File: config.mk
export PLATFORM = sky130hd
export DESIGN_NAME = cw8_tracker
export DESIGN_NICKNAME = d
export VERILOG_FILES = /design/src/rtl/cw8_tracker.sv
export SDC_FILE = /design/constraint.sdc
export NUM_CORES = 1
export LEC_CHECK = 0
export CAP_MARGIN = 20
export CORE_ASPECT_RATIO = 0.9
export CORE_MARGIN = 8
export CORE_UTILIZATION = 30
export CTS_CLUSTER_DIAMETER = 30
export CTS_CLUSTER_SIZE = 28
export DETAILED_ROUTE_END_ITERATION = 10
export HOLD_SLACK_MARGIN = 0.03
export PLACE_DENSITY_LB_ADDON = 0.25
export SETUP_SLACK_MARGIN = 0.15
export SYNTH_ARGS = -nofsm -noshare
export SYNTH_HDL_FRONTEND = slang
export SYNTH_SLANG_ARGS = --single-unit
File: constraint.sdc
create_clock -name i_clk -period 2.9 [get_ports i_clk]
set_input_delay 0.87 -clock i_clk [delete_from_list [all_inputs] [get_ports i_clk]]
set_output_delay 0.87 -clock i_clk [all_outputs]
set_load 0.1 [all_outputs]
File: src/rtl/cw8_tracker.sv
// cw8_tracker: receive-side monitor for the clockwise-8 segment animation.
// Filters the segment bus, decodes step indices, tracks lock and laps.
module cw8_tracker #(
    parameter int STABLE_CYCLES = 4,
    parameter int LAP_W         = 8
) (
    input  logic             i_clk,
    input  logic             i_rst_n,
    input  logic             i_enable,
    input  logic [6:0]       i_segment,
    output logic [2:0]       o_count,
    output logic             o_locked,
    output logic             o_error,
    output logic             o_lap_done,
    output logic [LAP_W-1:0] o_lap_count
);

    // Run counter saturates one past the threshold so a held frame fires once.
    localparam int RUN_MAX = STABLE_CYCLES + 1;
    localparam int RW      = $clog2(RUN_MAX + 1);
    localparam logic [RW-1:0] RUN_TOP = RW'(RUN_MAX);
    localparam logic [RW-1:0] RUN_ACC = RW'(STABLE_CYCLES);

    typedef enum logic {
        SEARCH,
        LOCKED
    } state_t;

    state_t           state, state_d;
    logic [6:0]       seg_q;
    logic [6:0]       last, last_d;
    logic [RW-1:0]    run, run_d;
    logic [2:0]       count, count_d;
    logic             err_d, lap_d;
    logic [LAP_W-1:0] lap_cnt, lap_cnt_d;

    logic             accept;
    logic [2:0]       exp_idx;
    logic [6:0]       exp_pat;
    logic [2:0]       dec_idx;
    logic             dec_ok;
    logic             is_g;

    assign accept  = i_enable && (run == RUN_ACC);
    assign exp_idx = count + 3'd1;
    assign is_g    = (seg_q == 7'h40);

    always_comb begin
        run_d = run;
        if (!i_enable)
            run_d = '0;
        else if (i_segment != seg_q)
            run_d = RW'(1);
        else if (run != RUN_TOP)
            run_d = run + RW'(1);
    end

    always_comb begin
        exp_pat = 7'h40;
        case (exp_idx)
            3'd0: exp_pat = 7'h01;
            3'd1: exp_pat = 7'h02;
            3'd3: exp_pat = 7'h10;
            3'd4: exp_pat = 7'h08;
            3'd5: exp_pat = 7'h04;
            3'd7: exp_pat = 7'h20;
            default: exp_pat = 7'h40;
        endcase
    end

    // Unambiguous one-hot frames only; g needs sequence context.
    always_comb begin
        dec_idx = 3'd0;
        dec_ok  = 1'b1;
        case (seg_q)
            7'h01: dec_idx = 3'd0;
            7'h02: dec_idx = 3'd1;
            7'h10: dec_idx = 3'd3;
            7'h08: dec_idx = 3'd4;
            7'h04: dec_idx = 3'd5;
            7'h20: dec_idx = 3'd7;
            default: dec_ok = 1'b0;
        endcase
    end

    always_comb begin
        state_d   = state;
        count_d   = count;
        err_d     = 1'b0;
        lap_d     = 1'b0;
        lap_cnt_d = lap_cnt;
        last_d    = last;
        if (accept && seg_q != 7'h00 && seg_q != last) begin
            last_d = seg_q;
            case (state)
                SEARCH: begin
                    if (dec_ok) begin
                        count_d = dec_idx;
                        state_d = LOCKED;
                    end else if (!is_g) begin
                        err_d = 1'b1;
                    end
                end
                LOCKED: begin
                    if (seg_q == exp_pat) begin
                        count_d = exp_idx;
                        if (count == 3'd7) begin
                            lap_d = 1'b1;
                            if (lap_cnt != '1)
                                lap_cnt_d = lap_cnt + LAP_W'(1);
                        end
                    end else begin
                        err_d   = 1'b1;
                        state_d = SEARCH;
                    end
                end
                default: state_d = SEARCH;
            endcase
        end
    end

    always_ff @(posedge i_clk or negedge i_rst_n) begin
        if (!i_rst_n) begin
            seg_q      <= '0;
            run        <= '0;
            state      <= SEARCH;
            count      <= '0;
            last       <= '0;
            o_error    <= 1'b0;
            o_lap_done <= 1'b0;
            lap_cnt    <= '0;
        end else begin
            seg_q      <= i_segment;
            run        <= run_d;
            state      <= state_d;
            count      <= count_d;
            last       <= last_d;
            o_error    <= err_d;
            o_lap_done <= lap_d;
            lap_cnt    <= lap_cnt_d;
        end
    end

    assign o_count     = count;
    assign o_locked    = (state == LOCKED);
    assign o_lap_count = lap_cnt;

endmodule

-- Yosys cells after proc, flatten, opt, wreduce, memory -nomap -nowiden
Cells that the tools add are included.
- flip-flop bits (word level): 31
- output and inout port bits: 14
- word-level logic and storage cells: 63
- add/subtract/negate cells: 3
- equal/unequal tests: 22
- multiplexer cells: 21
- bitwise operators: 1
- reductions and logical operators: 8
- operator list (kind ; count):
    $pmux W7 S6 ; 1
    $eq A3 B3 Y1 const B ; 5
    $mux W3 ; 5
    $pmux W3 S5 ; 1
    $ne A7 B7 Y1 ; 2
    $mux W1 ; 11
    $add A8 B1 Y8 const B ; 1
    $ne A8 B8 Y1 const B ; 1
    $eq A7 B1 Y1 const B ; 1
    $eq A7 B2 Y1 const B ; 1
    $eq A7 B3 Y1 const B ; 1
    $eq A7 B4 Y1 const B ; 1
    $eq A7 B5 Y1 const B ; 1
    $eq A7 B6 Y1 const B ; 1
    $eq A7 B7 Y1 ; 1
    $eq A7 B7 Y1 const B ; 1
    $reduce_bool A7 Y1 ; 1
    $add A3 B1 Y3 const B ; 2
    $pmux W3 S2 ; 1
    $reduce_or A6 Y1 ; 1
    $reduce_and A5 Y1 ; 1
    $pmux W1 S2 ; 2
    $eq A3 B1 Y1 const B ; 1
    $eq A3 B2 Y1 const B ; 1
    8 further kinds ; 10

-- Depth between registers and ports, before layout
- depth after elaboration: 7
- gate-level depth with buffers: 8

-- Worst setup path before layout
Ideal clock, no wire load.
- path type: reg-to-reg
- start point: register count[0] (netlist: o_count[0])
- end point: register lap_cnt[6] (netlist: o_lap_count[6])
- library setup time: 128 ps
- arrival: 2949 ps
- path slack: -177 ps
- cell stages (with the launch flop): 9
- cells stage by stage: dfrtp_1 -> ha_1 -> ha_1 -> nand2b_1 -> mux2_2 -> o21ai_0 -> nand3_2 -> nor4_4 -> mux2_1
- longest elaborated chain between the ends: 5
- elaborated cells between the ends (all ways): 11
- classes of those cells: add/sub: 1; eq/ne: 7; mux: 1; reduce/logical: 2
- RTL lines (element ; RTL line ; text):
    start, declared ; 33 ; logic [2:0] count, count_d;
    start signal, assigned ; 136 ; count <= count_d;
    $add A3 B1 Y3 ; 45 ; assign exp_idx = count + 3'd1;
    $eq A3 B3 Y1, or another cell as far along ; 60 ; case (exp_idx)
    $pmux W7 S6 ; 60 ;
    $eq A7 B7 Y1 ; 105 ; if (seg_q == exp_pat) begin
    $reduce_and A5 Y1 (no source line) (*) ; - ;
    end signal, assigned ; 140 ; lap_cnt <= lap_cnt_d;
    end, declared ; 35 ; logic [LAP_W-1:0] lap_cnt, lap_cnt_d;
Mark *: on every way between the ends. The rest lies on a longest branch, timed or not.
A chain may end at the register's enable or synchronous reset.

-- Worst setup path in the final report
- start point: register count[0] (netlist: o_count[0])
- end point: register lap_cnt[7] (netlist: o_lap_count[7])
The elaborated chain is that of the path after synthesis.

==> results.toml <==
[synthesis]
synth_edf_count = 0
yosysWarnings = 0
ys_seq_area_frac = 0.420
synth_top_cell_by_area = "dfrtp_1"
synthTopCellsByCount = "dfrtp_1, nand2_1, xor2_1, ha_1, nor2_1"
ys_top_cells_by_area = "dfrtp_1, xor2_1, ha_1"
yosysMostFrequentCell = "dfrtp_1"
postSynthNetCount = 202
synth_cells = 182
async_reset_ff_frac = 1.00
synthDistinctLibCells = 44
syn_avg_cell_area_um2 = 10.1
synth_top_flop_cell = "dfrtp_1"
synth_area_um2 = 1850
synth_top_area_share = 0.420
ys_seq_elements = 31

[placement]
dp.cells = 274
port_buffers = 23
dp_hpwl_um = 2820
place.gp.congestion = 0.787
pre_cts_ws_ns = 0.164
placed_cell_area_um2 = 2120

[critical_path]
worst-setup-path-type = "flop to flop"
worstSetupEndpointType = "flop"
crit_arrival_ns = 2.84
endpoint = "o_lap_count[7]"
slowest_delay_ns = 0.51
slowest_stage = "dfrtp_4"
crit_buf_inv = 1
worst-path-stages = 9
startpoint = "o_count[0]"
reg2reg_depth = 9
cp_max_fo = 8
worstPathRequired_ns = 3.11
r2r_slack_ns = 0.27
cp_cell_sequence = "ha_1, ha_1, nand2_1, nand3_1, nor4_4, nand3_2, buf_4, nor4_1, xor2_1"
crit_family = "simple AND/OR/NAND/NOR gates"
crit_top_cell = "ha_1"
startpoint_type = "flop"
r2r-start = "o_count[0]"
worstReg2RegEnd = "o_lap_count[7]"

[worst_hold_path]
whs_path_depth = 2
hold_path.class = "flop to flop"

[die]
initial_core_util = 0.305
die_y_um = 90.4
num_io_pins = 24
die_width_um = 98.7
rows = 27
die_area_um2 = 8920
coreArea_um2 = 6050

[final_layout]
final_nets = 231
finalNonFillerCells = 284
syn_to_final_growth_pct = 21.0
design_area_um2 = 2230
n_antenna_cell = 0
drive_gt1_frac = 0.203

[sta]
period_minus_slack_ns = 2.63
finalSetupViolCount = 0
worst_pin_slew_ns = 0.482
final.setup_skew_ns = 0.00762
min_period_over_period = 0.905
finalWorstSetupSlack_ns = 0.275
relSlewSlack = 0.678
slew_viol_final = 0
final_hold_viol_count = 0
fmax_mhz = 381
rsz0062_at_grt = "false"
fin_tns_setup_ns = 0

[clocking]
insertion_delay_ns = 0.28
ctsHoldBuffers = 0
h-tree-depth = 2
cts_buffers = 5
cts.sinks = 31
cts_tree = "built"
clockRootBuffer = "clkbuf_8"
clockBufferDepth = 2
path_clk_slew_ns = 0.07

[grt]
grt_pass1_vias = 1338
grt_max_degree = 32
overflow = 0
gr-usage-all-layers = 0.0885
grt_pass1_wl_um = 6480
antenna_found_initial = 0

[routing]
vias = 1355
drc_errors = 0
wl_per_cell_um = 13.4
ant_nets = 0
wl_met2_um = 1710
via_per_inst = 4.77
routed.top_layer = "met4"
wirelength_um = 3800
dr.first_iter.drc_count = 55
met1_length_um = 1890
dr.pass1.iters = 4
wl_met3_um = 155

[power]
power_density_nw_per_um2 = 382
worst_ir_drop_vdd_v = 0.000221
total_power_w = 0.000854
power.leakage_nw = 1.03

[run]
cap_violations = 0

[run_status]
status = "complete, no violations"
## logic make-up (layout without fill, tap and decap cells)
logic type	count (synthesis)	after routing	synth area share
AND/OR/NAND/NOR	71	71	0.207
flip-flops	31	31	0.420
XOR/XNOR	28	28	0.133
AO/OA/AOI/OAI	21	21	0.0922
buffers and inverters	15	45	0.0447
adder cells (fa/ha/maj)	10	10	0.0678
multiplexers	6	6	0.0353
## final cells by class
cell class / count / area, µm²
fill: 616 / 3810
multi-input combinational: 136 / 1000
sequential: 31 / 785
timing repair buffer: 30 / 248
tap: 72 / 90.1
clock buffer: 6 / 72.6
inverter: 7 / 26.3
clock inverter: 2 / 12.5
## how the worst min path moves through the flow
stage	from	endpoint	slack, ns
finish	last[3]	last[3]	0.50
global route	last[4]	last[4]	0.52
CTS	last[4]	last[4]	0.50
floorplan	last[0]	last[0]	0.46
global placement	last[1]	last[1]	0.48
detailed placement	last[5]	last[5]	0.49
## report_power, final
part	internal (W)	total, W	switching (W)	leakage, nW
clock	0.000168	0.000333	0.000165	0.0412
combinational	0.0000331	0.0000659	0.0000328	0.585
sequential	0.000438	0.000455	0.0000176	0.402
## metal layers
metal,global-route usage,vias to the layer above
li1,-,678
met1,0.118,651
met2,0.131,22
met3,0.0300,4
met4,0.0268,0
met5,0,-
## worst reg2reg max path, cell delays in order (launching register included)
cell	delay, ns
dfrtp_4	0.51
ha_1	0.23
ha_1	0.33
nand2_1	0.07
nand3_1	0.13
nor4_4	0.36
nand3_2	0.22
buf_4	0.19
nor4_1	0.34
xor2_1	0.17
## stage by stage
stage / hold slack [ns] / util
3_5_place_dp: 0.485 / 0.351
4_1_cts: 0.502 / 0.365
3_3_place_gp: 0.477 / 0.351
5_1_grt: 0.516 / 0.369
2_1_floorplan: 0.464 / -
6_report: 0.498 / 0.369
## sequential cells by signal, indices dropped and copies added (netlist names)
signal	flops
o_lap_count	8
last	7
o_count	3
o_locked	1
seg_q	7
run	3
o_error	1
o_lap_done	1
## cell usage in the layout, fill, tap and decap left out, drive strengths merged, types with 2 or more instances in the layout
cell	n
nor2b	2
o21ai	7
nand4	3
ha	10
xnor2	9
nor3	4
nor4	7
mux2i	2
nand2b	3
a21oi	2
nor2	11
xor2	19
buf	21
clkbuf	6
inv	7
mux2	4
nand2	28
nand3	7
clkdlybuf4s50	9
a21o	2
dfrtp	31
## what timing repair did
| action | CTS | global route |
|---|---|---|
| endpoints found under the hold margin | 0 | 0 |
| gates resized for setup | 0 | 3 |
| endpoints found under the setup margin | 0 | 3 |
| setup buffers | 0 | 2 |
Power figures use the tool's default switching activity.
